[src/rtl/pwr_kill_sequencer_pkg.sv]
// Shared definitions for the kill-switch / rail sequencer:
// FSM codes, register map and bit positions.
package pwr_kill_sequencer_pkg;

  typedef enum logic [2:0] {
    ST_OFF    = 3'd0,
    ST_ARMING = 3'd1,
    ST_RAMP   = 3'd2,
    ST_ON     = 3'd3,
    ST_FAULT  = 3'd4
  } state_t;

  localparam logic [1:0] REG_CTRL   = 2'd0;
  localparam logic [1:0] REG_STATUS = 2'd1;
  localparam logic [1:0] REG_KCOUNT = 2'd2;
  localparam logic [1:0] REG_RSVD   = 2'd3;

  localparam int CTRL_ENABLE = 0;
  localparam int CTRL_CLEAR  = 1;

  localparam int STAT_KILL  = 3;
  localparam int STAT_FAULT = 4;
  localparam int STAT_MOTOR = 8;

  localparam logic [15:0] KCOUNT_MAX = 16'hFFFF;

  // Down-counters terminate at zero, so a span of p cycles loads p-1.
  function automatic int unsigned cnt_load(int unsigned p);
    return (p == 0) ? 0 : p - 1;
  endfunction

endpackage

[src/rtl/pwr_kill_sequencer_debounce.sv]
// Two-flop synchronizer followed by a stable-run counter;
// the output follows the input only after CYCLES steady samples.
module pwr_kill_sequencer_debounce #(
  parameter int unsigned CYCLES = 50000,
  parameter logic        INIT   = 1'b1
) (
  input  logic clk,
  input  logic reset,
  input  logic din,
  output logic dout,
  output logic rise
);

  localparam int CW = (CYCLES < 1) ? 1 : $clog2(CYCLES + 1);
  localparam logic [CW-1:0] LAST = CW'((CYCLES == 0) ? 0 : CYCLES - 1);

  logic          s1;
  logic          s2;
  logic [CW-1:0] cnt;
  logic          flip;

  assign flip = (s2 != dout) && (cnt >= LAST);
  assign rise = flip && s2;

  always_ff @(posedge clk or negedge reset) begin
    if (!reset) begin
      s1   <= INIT;
      s2   <= INIT;
      cnt  <= '0;
      dout <= INIT;
    end else begin
      s1 <= din;
      s2 <= s1;
      if ((s2 == dout) || flip) cnt <= '0;
      else                      cnt <= cnt + 1'b1;
      if (flip) dout <= s2;
    end
  end

endmodule

[src/rtl/pwr_kill_sequencer.sv]
// Kill-switch debounce, fault latch and staggered motor rail
// sequencer with an Avalon-MM control/status slave.
module pwr_kill_sequencer
  import pwr_kill_sequencer_pkg::*;
#(
  parameter int unsigned N_RAILS         = 4,
  parameter int unsigned DEBOUNCE_CYCLES = 50000,
  parameter int unsigned ARM_DELAY       = 25000000,
  parameter int unsigned STAGGER         = 2500000
) (
  input  logic               clk,
  input  logic               reset,
  input  logic               chipselect,
  input  logic [1:0]         address,
  input  logic               write,
  input  logic               read,
  input  logic [31:0]        writedata,
  output logic [31:0]        readdata,
  input  logic               kill_sw,
  input  logic               error,
  output logic [N_RAILS-1:0] motor_en,
  output logic               fault
);

  localparam int AW = $clog2(ARM_DELAY + 1);
  localparam int SW = $clog2(STAGGER + 1);
  localparam int CW = (AW > SW) ? ((AW > 0) ? AW : 1)
                                : ((SW > 0) ? SW : 1);

  localparam logic [CW-1:0] ARM_LOAD = CW'(cnt_load(ARM_DELAY));
  localparam logic [CW-1:0] STG_LOAD = CW'(cnt_load(STAGGER));
  localparam logic [2:0]    LAST_IDX = 3'(N_RAILS - 1);
  localparam logic [N_RAILS-1:0] ALL_ON = '1;

  logic               kill_db;
  logic               kill_rise;
  logic               err_m;
  logic               err_s;
  logic               enable;
  logic [15:0]        kill_count;
  state_t             state;
  state_t             nxt_state;
  logic [CW-1:0]      cnt;
  logic [CW-1:0]      nxt_cnt;
  logic [2:0]         idx;
  logic [2:0]         nxt_idx;
  logic [N_RAILS-1:0] nxt_en;
  logic [31:0]        rd_mux;
  logic               wr;
  logic               rd;
  logic               clr;
  logic               unused_wd;

  assign unused_wd = ^writedata[31:2];

  pwr_kill_sequencer_debounce #(
    .CYCLES (DEBOUNCE_CYCLES),
    .INIT   (1'b1)
  ) u_kill_db (
    .clk   (clk),
    .reset (reset),
    .din   (kill_sw),
    .dout  (kill_db),
    .rise  (kill_rise)
  );

  always_ff @(posedge clk or negedge reset) begin
    if (!reset) begin
      err_m <= 1'b0;
      err_s <= 1'b0;
    end else begin
      err_m <= error;
      err_s <= err_m;
    end
  end

  assign wr  = chipselect && write;
  assign rd  = chipselect && read && !wr;
  assign clr = wr && (address == REG_CTRL) && writedata[CTRL_CLEAR];

  // Fault outranks kill/disable; once latched only a clear leaves it.
  always_comb begin
    nxt_state = state;
    nxt_cnt   = cnt;
    nxt_idx   = idx;
    nxt_en    = motor_en;
    if (err_s) begin
      nxt_state = ST_FAULT;
      nxt_cnt   = '0;
      nxt_idx   = '0;
      nxt_en    = '0;
    end else if (state == ST_FAULT) begin
      nxt_en = '0;
      if (clr) nxt_state = ST_OFF;
    end else if (kill_db || !enable) begin
      nxt_state = ST_OFF;
      nxt_cnt   = '0;
      nxt_idx   = '0;
      nxt_en    = '0;
    end else begin
      unique case (state)
        ST_OFF: begin
          if (!fault) begin
            nxt_state = ST_ARMING;
            nxt_cnt   = ARM_LOAD;
          end
        end
        ST_ARMING: begin
          if (cnt != '0) begin
            nxt_cnt = cnt - 1'b1;
          end else if (N_RAILS == 1) begin
            nxt_state = ST_ON;
            nxt_en    = ALL_ON;
          end else begin
            nxt_state = ST_RAMP;
            nxt_idx   = '0;
            nxt_cnt   = STG_LOAD;
            nxt_en    = N_RAILS'(1);
          end
        end
        ST_RAMP: begin
          if (cnt != '0) begin
            nxt_cnt = cnt - 1'b1;
          end else begin
            nxt_idx = idx + 3'd1;
            nxt_cnt = STG_LOAD;
            nxt_en  = motor_en | (N_RAILS'(1) << (idx + 3'd1));
            if ((idx + 3'd1) == LAST_IDX) nxt_state = ST_ON;
          end
        end
        ST_ON: nxt_en = ALL_ON;
        default: begin
          nxt_state = ST_OFF;
          nxt_en    = '0;
        end
      endcase
    end
  end

  always_ff @(posedge clk or negedge reset) begin
    if (!reset) begin
      state    <= ST_OFF;
      cnt      <= '0;
      idx      <= '0;
      motor_en <= '0;
      fault    <= 1'b0;
    end else begin
      state    <= nxt_state;
      cnt      <= nxt_cnt;
      idx      <= nxt_idx;
      motor_en <= nxt_en;
      fault    <= (nxt_state == ST_FAULT);
    end
  end

  always_comb begin
    rd_mux = '0;
    unique case (address)
      REG_CTRL: rd_mux[CTRL_ENABLE] = enable;
      REG_STATUS: begin
        rd_mux[2:0]                  = state;
        rd_mux[STAT_KILL]            = kill_db;
        rd_mux[STAT_FAULT]           = fault;
        rd_mux[STAT_MOTOR +: N_RAILS] = motor_en;
      end
      REG_KCOUNT: rd_mux[15:0] = kill_count;
      REG_RSVD:   rd_mux       = '0;
      default:    rd_mux       = '0;
    endcase
  end

  always_ff @(posedge clk or negedge reset) begin
    if (!reset) begin
      enable     <= 1'b0;
      kill_count <= '0;
      readdata   <= '0;
    end else begin
      if (wr && (address == REG_CTRL)) enable <= writedata[CTRL_ENABLE];
      if (wr && (address == REG_KCOUNT))
        kill_count <= '0;
      else if (kill_rise && (kill_count != KCOUNT_MAX))
        kill_count <= kill_count + 16'd1;
      if (rd) readdata <= rd_mux;
    end
  end

endmodule

[config.mk]
export PLATFORM = sky130hd
export DESIGN_NAME = pwr_kill_sequencer
export DESIGN_NICKNAME = d
export VERILOG_FILES = /design/src/rtl/pwr_kill_sequencer_pkg.sv /design/src/rtl/pwr_kill_sequencer_debounce.sv /design/src/rtl/pwr_kill_sequencer.sv
export SDC_FILE = /design/constraint.sdc
export NUM_CORES = 1
export LEC_CHECK = 0
export BUFFER_PORTS_ARGS = -buffer_cell sky130_fd_sc_hd__buf_2
export CAP_MARGIN = 5
export CORE_AREA = 4 4 99 101
export DETAILED_ROUTE_END_ITERATION = 8
export DIE_AREA = 0 0 103 105
export PLACE_DENSITY_LB_ADDON = 0.05
export SLEW_MARGIN = 20
export SYNTH_ARGS = -nofsm -noshare
export SYNTH_HDL_FRONTEND = slang
export SYNTH_SLANG_ARGS = --single-unit
export TNS_END_PERCENT = 5
[constraint.sdc]
create_clock -name clk -period 2.7 [get_ports clk]
set_clock_uncertainty 0.05 [all_clocks]
set_input_delay 0.135 -clock clk [delete_from_list [all_inputs] [get_ports clk]]
set_output_delay 0.135 -clock clk [all_outputs]
set_load 0.01 [all_outputs]
Word-level counts from Yosys, hierarchy flattened
Cells that the tools add are included.
{"block": "classes", "eq_ne": 19, "order_cmp": 1, "reduce_logical": 23, "bitwise": 1, "n_addsub": 4, "n_mux": 35, "shift": 1, "n_div": 0, "n_mul": 0}
{"op": "25-bit two-way mux", "n": 5}
{"op": "25-bit one-hot mux with 2 select lines", "n": 1}
{"op": "16-bit two-way mux", "n": 3}
{"op": "3-bit two-way mux", "n": 14}
{"op": "16-bit by 1-bit adder with 16-bit output (second input constant)", "n": 2}
{"op": "25-bit nonzero test", "n": 1}
{"op": "25-bit by 1-bit subtractor with 25-bit output (second input constant)", "n": 1}
{"op": "4-bit two-way mux", "n": 6}
{"op": "16-bit >= comparator (second input constant)", "n": 1}
{"op": "16-bit != test (second input constant)", "n": 1}
{"op": "4-bit != test (second input constant)", "n": 4}
{"op": "4-bit one-hot mux with 2 select lines", "n": 2}
{"op": "4-bit one-hot mux with 4 select lines", "n": 1}
{"op": "3-bit one-hot mux with 4 select lines", "n": 1}
{"op": "5-bit != test (second input constant)", "n": 2}
{"op": "3-bit by 2-bit == test with 1-bit output (second input constant)", "n": 3}
{"op": "1-bit logical AND", "n": 9}
{"op": "4-bit nonzero test", "n": 2}
{"op": "3-bit == test (second input constant)", "n": 2}
{"op": "3-bit one-hot mux with 2 select lines", "n": 1}
{"op": "3-bit AND reduction", "n": 2}
{"op": "2-bit == test (second input constant)", "n": 2}
{"op": "4-bit OR", "n": 1}
{"op": "1-bit one-hot mux with 4 select lines", "n": 1}
{"op": "14 further kinds", "n": 16}
{"block": "word_totals", "mem_bits_rw": 0, "regBits": 90, "in_bits": 41, "latch_bits": 0, "romBits": 0, "memories": 0}

Logic depth before layout (Yosys ltp)
Gate-level depths: netlist of run 1.
{"block": "depth", "word_depth": 9, "mapped_depth": 8, "mapped_depth_nobuf": 7}

Hierarchy
Synthesis of run 1 repeated with hierarchy kept, for this count alone.
{"block": "hier_totals", "cells_unflattened": 539, "hier_area_um2": 5026.1}
{"module": "pwr_kill_sequencer", "area_per_inst_um2": 4102.7, "instances": 1, "cells_per_inst": 449, "seq_area_each_um2": 1776.7}
{"module": "pwr_kill_sequencer_debounce", "area_per_inst_um2": 923.4, "instances": 1, "cells_per_inst": 90, "seq_area_each_um2": 479.2}

Least setup slack after synthesis of run 1
Ideal clock, no wire load.
{"block": "synth_timing", "kind": "flip-flop to flip-flop", "from": "reg cnt[0]", "to": "reg idx[0]", "path_stages_with_launch": 8, "n_path_buf": 0, "arrival_time_ns": 1.905, "path_slack_ns": 0.620, "period_less_slack_ns": 2.080, "cell_sequence": "dfrtp_1 inv_1 ha_1 nor3b_1 nand4_1 nor3_1 o21ai_0 mux2_2"}
{"block": "synth_between", "elab_chain_cells": 3}
{"element": "start, declared", "line": "pwr_kill_sequencer.sv:43", "rtl": "logic [CW-1:0] cnt;"}
{"element": "start signal, assigned", "line": "pwr_kill_sequencer.sv:149", "rtl": "cnt <= nxt_cnt;"}
{"element": "25-bit nonzero test *", "line": "pwr_kill_sequencer.sv:109, pwr_kill_sequencer.sv:122"}
{"element": "4-bit != test (no line)"}
{"element": "4-bit AND reduction (no line) *"}
{"element": "end signal, assigned", "line": "pwr_kill_sequencer.sv:150", "rtl": "idx <= nxt_idx;"}
{"element": "end, declared", "line": "pwr_kill_sequencer.sv:45", "rtl": "logic [2:0] idx;"}
Mark *: on every way between the ends. The rest lies on a longest branch, timed or not.
A chain may end at the register's enable or synchronous reset.

Worst setup path after layout of run 1
{"block": "layout_timing", "from": "reg u_kill_db.cnt[0]", "to": "reg kill_count[3]"}
{"block": "layout_between", "elab_chain_cells": 5}
{"element": "start, declared", "line": "pwr_kill_sequencer_debounce.sv:19", "rtl": "logic [CW-1:0] cnt;"}
{"element": "start signal, assigned", "line": "pwr_kill_sequencer_debounce.sv:35", "rtl": "else cnt <= cnt + 1'b1;"}
{"element": "16-bit >= comparator", "line": "pwr_kill_sequencer_debounce.sv:22", "rtl": "assign flip = (s2 != dout) && (cnt >= LAST);"}
{"element": "1-bit logical AND", "line": "pwr_kill_sequencer_debounce.sv:22"}
{"element": "1-bit logical AND", "line": "pwr_kill_sequencer_debounce.sv:23", "rtl": "assign rise = flip && s2;"}
{"element": "1-bit logical AND", "line": "pwr_kill_sequencer.sv:181", "rtl": "else if (kill_rise && (kill_count != KCOUNT_MAX))"}
{"element": "2-bit nonzero test (no line)"}
{"element": "end signal, assigned", "line": "pwr_kill_sequencer.sv:182", "rtl": "kill_count <= kill_count + 16'd1;"}
{"element": "end, declared", "line": "pwr_kill_sequencer.sv:40", "rtl": "logic [15:0] kill_count;"}
Every way passes these cells.

==> metrics, run 1 <==
status complete, no violations; GRT overflow 0; top cells by area, synth dfrtp_1 (44%), o21ai_0 (4.3%), nor2_1 (4.1%), nand2_1 (3.4%), a21oi_1 (3.1%); WL per Instance 16.8 um; fin. max-slew vios 0; Post-Syn Instances 544; Slew HR 0.454; DR vias/cell 6.08; Initial Utilization 0.555; final hold vios 0; Buffers on Ports 31; die width 103 um; WP data arrival 2.61 ns; clk buf depth 2; DIE HEIGHT 105 um; CP max stage cell or4_1; Area growth syn-to-layout 9.88%; root buffer cell clkbuf_8; Synth area leader dfrtp_1; clock-pin transition on the worst setup and hold timing paths 0.10 ns; Final nets 634; share of synthesized flip-flops with an asynchronous set or reset 1.00; cell area after placement 5250 um2; number of CTS-inserted buffers 9; Tmin final 2.37 ns; crit share post-route 0.877; Via Count 4,236; # DRC 0; Max rail drop VDD 337 uV; WS Path Type flip-flop to flip-flop; post-synthesis sequential area ratio 0.451; Fillers 819; Critical Path RT 2.94 ns; FP Rows 35; Setup Buffers After CTS 0; CTS tree built; critical path fanouts, max 24; share of the synthesized area in the top cell type 0.435; R2R setup slack 0.33 ns; largest stage delay on the critical path 0.58 ns; routability cong. 0.916; syn avg cell area 9.20 um2; Worst-Margin Slew 0.819 ns; RSZ-0062 raised after global routing false; # IOs 78; post_cts resized 0; Finished Cell Area 5500 um2; Post-synth top cells dfrtp_1 (87), nor2_1 (55), nand2_1 (45); drt total wl 11,700 um; share of layout cells above drive strength 1 0.143; Cell Chain, Critical Path ha_1, nand3_2, a2111oi_4, o21ai_2, or4_1, a21oi_1; final setup fails 0; max cap viols 0; Post-synth EDFFs 0; DP HPWL 8410 um; PwrDens 510 nW/um2; die area 10,800 um2; FF+latch count, synth 90; CTS Sinks 90; CP Launch Type flip-flop; maximum clock frequency 422 MHz; number of global-route vias before repair 3,995; largest net degree at the start of global routing 50; predominant post-synthesis flop cell dfrtp_1; setup TNS 0 ns; LEAKAGE 2.43 nW; yosys warns 0; htree depth 3; GRT Total Usage 0.227; synth unique cells 61; initial antenna violation count 0; min-delay worst type input pin to flip-flop; Core Area 9020 um2; nature of the critical path endpoint flip-flop; synthesized cell area 5000 um2; most instantiated library cell after synthesis dfrtp_1; TritonRoute pass-1 iters 6; ant diodes 0; Clock Latency Late Sink 0.36 ns; DRT iter0 DRCs 210; first-pass GRT wire length 19,600 um; Detail Route Antenna Nets 0
## worst max-delay path: cells and delay by family (launching register included)
kind            cells  cell delay [ns]
compound gates      3             0.90
fa+ha+maj           1             0.24
flops               1             0.41
simple gates        2             0.70
## report_power, final
group	internal, mW	total (mW)	switching (mW)
Clock	0.432	0.930	0.498
Combinational	0.150	0.419	0.269
Sequential	1.40	1.45	0.0530
## registers in the layout (all words and copies together) (netlist names), 3 cells and up
name	flops
idx	3
u_kill_db.cnt	16
motor_en	4
cnt	25
kill_count	16
readdata	16
state	3
## metrics by stage
step	hold WS, ns	setup slack, ns	util	power (mW)	cells
2_1_floorplan	-0.211	0.620	-	1.75	559
3_3_place_gp	0.108	0.436	0.582	1.88	676
3_5_place_dp	0.102	0.386	0.582	1.89	676
4_1_cts	0.0969	0.328	0.608	2.83	696
5_1_grt	0.0952	0.180	0.609	2.95	697
6_report	0.0991	0.331	0.609	2.80	697
## routing by layer
metal	track usage	wire length, um
met1	0.315	5190
met2	0.362	5600
met3	0.0334	615
met4	0.0768	311
met5	0	0
## cells in the final DEF, fill, tap and decap left out, drive strengths merged, types with 13 or more instances in the layout
master  instances
dfrtp          87
nor2           56
nand2          46
o21ai          46
buf            46
a21oi          31
nand3          19
inv            17
conb           16
nor3           15
a31oi          14
or4            13
## cells by family (layout without fill, tap and decap cells)
group                      count (synthesis)  after routing  synth area share
other                                      1             16          0.000749
and+or+nand+nor                          209            209             0.217
buffers and inverters                     54             81            0.0553
muxes                                      6              6            0.0128
adders and majority gates                 12             12            0.0300
AOI/OAI and AO/OA                        156            156             0.206
xor gates and xnor gates                  16             16            0.0280
DFF                                       90             90             0.451
## final timing paths
kind | from | end | cells past startpoint
setup / recovery | u_kill_db.cnt[0] | kill_count[3] | 6
hold / removal | writedata[1] | fault | 3
setup reg to reg | u_kill_db.cnt[0] | kill_count[3] | 6
hold reg to reg | u_kill_db.s1 | u_kill_db.s2 | 0
max in group asynchronous | reset | motor_en[0] | 3
min in group asynchronous | reset | u_kill_db.cnt[9] | 2
## cell type report
class,instances,area (um2),share of cell area
Tap cell,111,139,0.0253
Sequential cell,90,2260,0.410
Multi-Input combinational cell,415,2530,0.460
Clock inverter,6,65.1,0.0118
Inverter,15,56.3,0.0102
Clock buffer,10,128,0.0232
Timing Repair Buffer,50,327,0.0594
## what timing repair did
| action | 4_1_cts | 5_1_grt |
|---|---|---|
| endpoints found under the setup margin | 0 | 0 |
| hold buffers | 4 | 0 |
| endpoints found under the hold margin | 41 | 0 |
(Power assumes the default switching activity.)
==> run 2, diff against run 1 <==
--- a/config.mk
+++ b/config.mk
@@ -5,11 +5,12 @@
 export SDC_FILE = /design/constraint.sdc
 export NUM_CORES = 1
 export LEC_CHECK = 0
+export ABC_AREA = 1
 export BUFFER_PORTS_ARGS = -buffer_cell sky130_fd_sc_hd__buf_2
 export CAP_MARGIN = 5
-export CORE_AREA = 4 4 99 101
+export CORE_AREA = 4 4 103 105
 export DETAILED_ROUTE_END_ITERATION = 8
-export DIE_AREA = 0 0 103 105
+export DIE_AREA = 0 0 107 109
 export PLACE_DENSITY_LB_ADDON = 0.05
 export SLEW_MARGIN = 20
 export SYNTH_ARGS = -nofsm -noshare
==> metrics, run 2 <==
predominant post-synthesis flop cell dfrtp_1 (unchanged); nature of the critical path endpoint flip-flop (unchanged); FP Rows 36 (was 35); critical path fanouts, max 7 (was 24); CP Depth 11 (was 6); met2 usage 0.359 (was 0.362); Initial Utilization 0.576 (was 0.555); drt total wl 12,000 um (was 11,700 um); top cells by area, synth dfrtp_1 (39%), nand2_1 (12%), nand3_1 (6.8%), nor2_1 (6.2%), inv_1 (5.4%) (was dfrtp_1 (44%), o21ai_0 (4.3%), nor2_1 (4.1%), nand2_1 (3.4%), a21oi_1 (3.1%)); final setup fails 0 (unchanged); max FFs per register 25 (unchanged); R2R setup slack 0.77 ns (was 0.33 ns); die area 11,700 um2 (was 10,800 um2); CP max stage cell dfrtp_1 (was or4_1); CTS tree built (unchanged); setup TNS 0 ns (unchanged); Cell Chain, Critical Path inv_1, ha_1, nand2_2, nor2_4, nand2_2, nor2_4, inv_1, nand2_1, nand2_1, nand2_1, nand2_1 (was ha_1, nand3_2, a2111oi_4, o21ai_2, or4_1, a21oi_1); PwrDens 513 nW/um2 (was 510 nW/um2); most common cell after layout, fill and taps aside nand2_1 (was dfrtp_1); status complete, no violations (unchanged); largest stage delay on the critical path 0.37 ns (was 0.58 ns); R2R depth 11 (was 6); Post-synth top cells nand2_1 (180), nor2_1 (92), dfrtp_1 (87) (was dfrtp_1 (87), nor2_1 (55), nand2_1 (45)); largest net degree at the start of global routing 54 (was 50); LEAKAGE 2.93 nW (was 2.43 nW); Final nets 823 (was 634); WP data arrival 2.14 ns (was 2.61 ns); GRT Total Usage 0.213 (was 0.227); CP Launch Type flip-flop (unchanged); area of the multi-input gates 2800 um2 (was 2530 um2); maximum clock frequency 519 MHz (was 422 MHz); share of the synthesized area in the top cell type 0.392 (was 0.435); Synth area leader dfrtp_1 (unchanged); htree depth 3 (unchanged); root buffer cell clkbuf_8 (unchanged); Core Area 9640 um2 (was 9020 um2); Post-Syn Instances 740 (was 544); # IOs 78 (unchanged); share of layout cells above drive strength 1 0.124 (was 0.143); synthesized cell area 5550 um2 (was 5000 um2); CTS Sinks 90 (unchanged); max cap viols 0 (unchanged); routability cong. 0.890 (was 0.916); number of global-route vias before repair 4,406 (was 3,995); WL per Instance 13.2 um (was 16.8 um); DIE HEIGHT 109 um (was 105 um); Clock Latency Late Sink 0.36 ns (about the same); Slew HR 0.532 (was 0.454); post-synthesis sequential area ratio 0.406 (was 0.451); post_cts resized 0 (unchanged); FF+latch count, synth 90 (unchanged); Layout Utilization 0.622 (was 0.609); Detail Route Antenna Nets 0 (unchanged); initial antenna violation count 0 (unchanged); commonest cells after routing, fill and taps aside nand2_1 (180), nor2_1 (92), dfrtp_1 (87) (was dfrtp_1 (87), nor2_1 (55), nand2_1 (45)); GRT overflow 0 (unchanged); Fillers 902 (was 819); TritonRoute pass-1 iters 4 (was 6); yosys warns 0 (unchanged); syn avg cell area 7.50 um2 (was 9.20 um2); DP HPWL 8830 um (was 8410 um); register area 2260 um2 (unchanged); number of CTS-inserted buffers 9 (unchanged); share of synthesized flip-flops with an asynchronous set or reset 1.00 (unchanged); min-delay worst type input pin to flip-flop (unchanged); Top Family by Delay on Critical Path simple AND/OR/NAND/NOR gates (was compound AO/OA/AOI/OAI gates); Area growth syn-to-layout 7.96% (was 9.88%); Critical Path RT 2.91 ns (was 2.94 ns); GRT met3 Usage 0.0361 (was 0.0334); Post-synth EDFFs 0 (unchanged); fin. max-slew vios 0 (unchanged); met1 GRT Util 0.279 (was 0.315); # DRC 0 (unchanged); DRT iter0 DRCs 215 (was 210); Tmin final 1.93 ns (was 2.37 ns); crit path buf inv count 2 (was 0); final hold vios 0 (unchanged); DR vias/cell 5.20 (was 6.08); clk buf depth 2 (unchanged); first-pass GRT wire length 20,100 um (was 19,600 um); most instantiated library cell after synthesis nand2_1 (was dfrtp_1); Hold Path Stages 3 (unchanged); Via Count 4,723 (was 4,236); Max rail drop VDD 338 uV (was 337 uV); synth unique cells 46 (was 61); clock-pin transition on the worst setup and hold timing paths 0.09 ns (was 0.10 ns); crit share post-route 0.713 (was 0.877); Most Crowded Layer GR met2 (unchanged); Worst-Margin Slew 0.702 ns (was 0.819 ns); Biggest register cnt (unchanged); die width 107 um (was 103 um); RSZ-0062 raised after global routing false (unchanged); Buffers on Ports 31 (unchanged); WS Path Type flip-flop to flip-flop (unchanged); ant diodes 0 (unchanged); most frequent CP cell nand2_1
## run 2: cell types whose count changed in the layout (fill, tap and decap cells not counted), moves of 11 or more
| cell | previous run | this run |
|---|---|---|
| a31oi_1 | 14 | 0 |
| or4_1 | 13 | 0 |
| nand2_1 | 45 | 180 |
| inv_1 | 15 | 80 |
| buf_4 | 14 | 3 |
| xor2_1 | 5 | 22 |
| nand3_1 | 18 | 75 |
| a21oi_1 | 31 | 8 |
| nor2_1 | 55 | 92 |
## run 2: cells by family (layout without fill, tap and decap cells)
family / Yosys count / in the layout / share of synthesized area
AO/OA/AOI/OAI: 74 / 74 / 0.0780
other: 1 / 16 / 0.000676
XOR/XNOR: 28 / 28 / 0.0442
buffers and inverters: 121 / 141 / 0.101
adder cells (fa/ha/maj): 12 / 12 / 0.0271
flip-flops: 90 / 90 / 0.406
AND/OR/NAND/NOR: 414 / 414 / 0.343
## run 2: what timing repair did
| item | 4_1_cts | 5_1_grt |
|---|---|---|
| hold endpoints to repair | 51 | 0 |
| setup buffers | 0 | 0 |
| setup endpoints to repair | 0 | 0 |
| hold buffers | 3 | 0 |
## run 2: path summary, 6_finish.rpt
path | from | to
max | cnt[0] | cnt[14]
min | writedata[0] | enable
max reg2reg | cnt[0] | cnt[14]
min reg2reg | err_m | err_s
max in group asynchronous | reset | readdata[15]
min in group asynchronous | reset | cnt[17]
## run 2: where the power goes
part / internal [mW] / switching, mW / total (mW) / leakage, nW
sequential: 1.42 / 0.0784 / 1.50 / 1.20
clock: 0.520 / 0.501 / 1.02 / 0.105
combinational: 0.178 / 0.378 / 0.556 / 1.62
total: 2.12 / 0.957 / 3.08 / 2.93
## run 2: per-stage QoR
| stage | cells | power [mW] | instance area [um2] | hold slack, ns | setup slack, ns |
|---|---|---|---|---|---|
| after global routing | 908 | 3.25 | 5990 | 0.0177 | 0.601 |
| after floorplan | 755 | 1.95 | 5610 | -0.211 | 1.06 |
| after global placement | 889 | 2.06 | 5740 | 0.171 | 0.776 |
| after detailed placement | 889 | 2.08 | 5740 | 0.178 | 0.774 |
| final | 908 | 3.08 | 5990 | 0.0115 | 0.774 |
| after CTS | 908 | 3.10 | 5990 | 0.000264 | 0.770 |
## run 2: routing by layer
layer	wire length (um)	up-vias
met5	0	-
met4	171	0
met3	482	17
met2	5790	93
met1	5550	2220
li1	-	2393
## run 2: worst reg2reg max path: cells and delay by family (launching register included)
family                   cells  cell delay, ns
AND/OR/NAND/NOR              8            0.94
flip-flops                   1            0.37
adder cells (fa/ha/maj)      1            0.26
buffers and inverters        2            0.21
## run 2: layout make-up
cell class / count / share of cell area
repair buffers: 37 / 0.0372
multi-input cells: 544 / 0.467
clock buffers: 9 / 0.0207
inverters: 88 / 0.0555
flip-flops and latches: 90 / 0.376
clock inverters: 7 / 0.0157
well taps: 133 / 0.0278
==> run 3, diff against run 2 <==
==> constraint.sdc (replaced) <==
create_clock -name clk -period 1.8 [get_ports clk]
set_clock_uncertainty 0.05 [all_clocks]
set_input_delay 0.09 -clock clk [delete_from_list [all_inputs] [get_ports clk]]
set_output_delay 0.09 -clock clk [all_outputs]
set_load 0.01 [all_outputs]
==> metrics, run 3 (synthesized netlist as in run 2, its figures left out) <==
WP data arrival 1.94 ns (was 2.14 ns); CP max stage cell dfrtp_1 (unchanged); commonest cells after routing, fill and taps aside nand2_1 (177), nor2_1 (90), dfrtp_1 (85) (was nand2_1 (180), nor2_1 (92), dfrtp_1 (87)); GRT Total Usage 0.234 (was 0.213); initial antenna violation count 0 (unchanged); root buffer cell clkbuf_8 (unchanged); WL per Instance 13.6 um (was 13.2 um); WS Path Type flip-flop to flip-flop (unchanged); Area growth syn-to-layout 14.6% (was 7.96%); DRT iter0 DRCs 278 (was 215); CP Launch Type flip-flop (unchanged); DIE HEIGHT 109 um (unchanged); crit share post-route 0.952 (was 0.713); status complete, no violations (unchanged); Detail Route Antenna Nets 0 (unchanged); first-pass GRT wire length 21,600 um (was 20,100 um); most common cell after layout, fill and taps aside nand2_1 (unchanged); htree depth 3 (unchanged); setup TNS 0 ns (unchanged); CP Depth 8 (was 11); Cell Chain, Critical Path nor2_2, nand2_4, nor2_4, nand4_4, nand3_2, nand3_1, nand2_1, nand2_1 (was inv_1, ha_1, nand2_2, nor2_4, nand2_2, nor2_4, inv_1, nand2_1, nand2_1, nand2_1, nand2_1); Tmin final 1.71 ns (was 1.93 ns); CTS tree built (unchanged); largest stage delay on the critical path 0.44 ns (was 0.37 ns); final setup fails 0 (unchanged); Finished Cell Area 6360 um2 (was 5990 um2); Biggest register cnt (unchanged); critical path fanouts, max 8 (was 7); Max rail drop VDD 849 uV (was 338 uV); nature of the critical path endpoint flip-flop (unchanged); clk buf depth 2 (unchanged); die width 107 um (unchanged); min-delay worst type input pin to flip-flop (unchanged); Hold Path Stages 3 (unchanged); Core Area 9640 um2 (unchanged); DP HPWL 9370 um (was 8830 um); share of layout cells above drive strength 1 0.164 (was 0.124); clock-pin transition on the worst setup and hold timing paths 0.10 ns (was 0.09 ns); max FFs per register 25 (unchanged); DP Worst Slack 0.0360 ns (was 0.774 ns); ant diodes 0 (unchanged); most frequent CP cell nand2_1 (unchanged); FP Rows 36 (unchanged); Clock Latency Late Sink 0.39 ns (was 0.36 ns); Critical Path RT 2.03 ns (was 2.91 ns); crit path buf inv count 0 (was 2); TritonRoute pass-1 iters 5 (was 4); Initial Utilization 0.576 (unchanged); RSZ-0062 raised after global routing true (was false); largest net degree at the start of global routing 39 (was 54); Buffers on Ports 31 (unchanged); R2R depth 8 (was 11); PwrDens 761 nW/um2 (was 513 nW/um2); Final nets 852 (was 823); fin. max-slew vios 0 (unchanged); number of CTS-inserted buffers 9 (unchanged); Via Count 4,851 (was 4,723); cell area after placement 6010 um2 (was 5740 um2); area of the multi-input gates 2860 um2 (was 2800 um2); drt total wl 12,700 um (was 12,000 um); GRT overflow 0 (unchanged); die area 11,700 um2 (unchanged); # IOs 78 (unchanged); Setup Buffers After CTS 0 (unchanged); DR vias/cell 5.18 (was 5.20); routability cong. 0.911 (was 0.890); number of global-route vias before repair 4,651 (was 4,406); final hold vios 0 (unchanged); Top Family by Delay on Critical Path simple AND/OR/NAND/NOR gates (unchanged); total chip power 4.84 mW (was 3.08 mW); CTS Sinks 90 (unchanged); Fillers 850 (was 902); LEAKAGE 3.11 nW (was 2.93 nW); max cap viols 0 (unchanged); maximum clock frequency 583 MHz (was 519 MHz); register area 2260 um2 (about the same); setup ws final 0.0862 ns (was 0.774 ns); # DRC 0 (unchanged)
## run 3: path summary, 6_finish.rpt
kind                              startpoint           end  slack (ns)
worst min-delay path                   write        enable        0.03
worst max-delay path                  cnt[2]        idx[2]        0.09
worst max register to register        cnt[2]        idx[2]        0.09
min in group asynchronous              reset        cnt[3]        0.12
worst min register to register  u_kill_db.s1  u_kill_db.s2        0.30
max in group asynchronous              reset  u_kill_db.s1        1.01
## run 3: through the flow
step / cells / hold WS (ns) / utilization
detailed placement: 916 / -0.00412 / 0.623
global placement: 916 / -0.00793 / 0.623
finish: 937 / 0.0267 / 0.660
floorplan: 755 / -0.256 / -
CTS: 937 / 0.00529 / 0.653
global route: 937 / 0.0254 / 0.660
## run 3: timing repair
item / 4_1_cts / 5_1_grt
endpoints found under the hold margin: 92 / 0
hold buffers: 5 / 0
resized for setup: 0 / 16
setup endpoints to repair: 0 / 52
## run 3: per-layer routing
| metal | up-vias | wire length (um) | track usage |
|---|---|---|---|
| li1 | 2453 | - | - |
| met1 | 2268 | 5760 | 0.308 |
| met2 | 111 | 6190 | 0.388 |
| met3 | 19 | 598 | 0.0521 |
| met4 | 0 | 176 | 0.0721 |
| met5 | - | 0 | 0 |
## run 3: layout make-up
type / count / area share
clock buffers: 10 / 0.0216
clock inverters: 6 / 0.0149
inverters: 88 / 0.0523
multi-input cells: 544 / 0.450
flip-flops and latches: 90 / 0.355
well taps: 133 / 0.0262
repair buffers: 66 / 0.0799
## run 3: worst register-to-register path, cell delays in order (launching register included)
cell     delay, ns
dfrtp_1       0.44
nor2_2        0.19
nand2_4       0.09
nor2_4        0.19
nand4_4       0.22
nand3_2       0.17
nand3_1       0.13
nand2_1       0.09
nand2_1       0.04
## run 3: report_power, final
group          switching (mW)  total [mW]  internal, mW
clock                   0.769        1.60         0.834
sequential              0.107        2.24          2.13
combinational           0.640       0.999         0.359
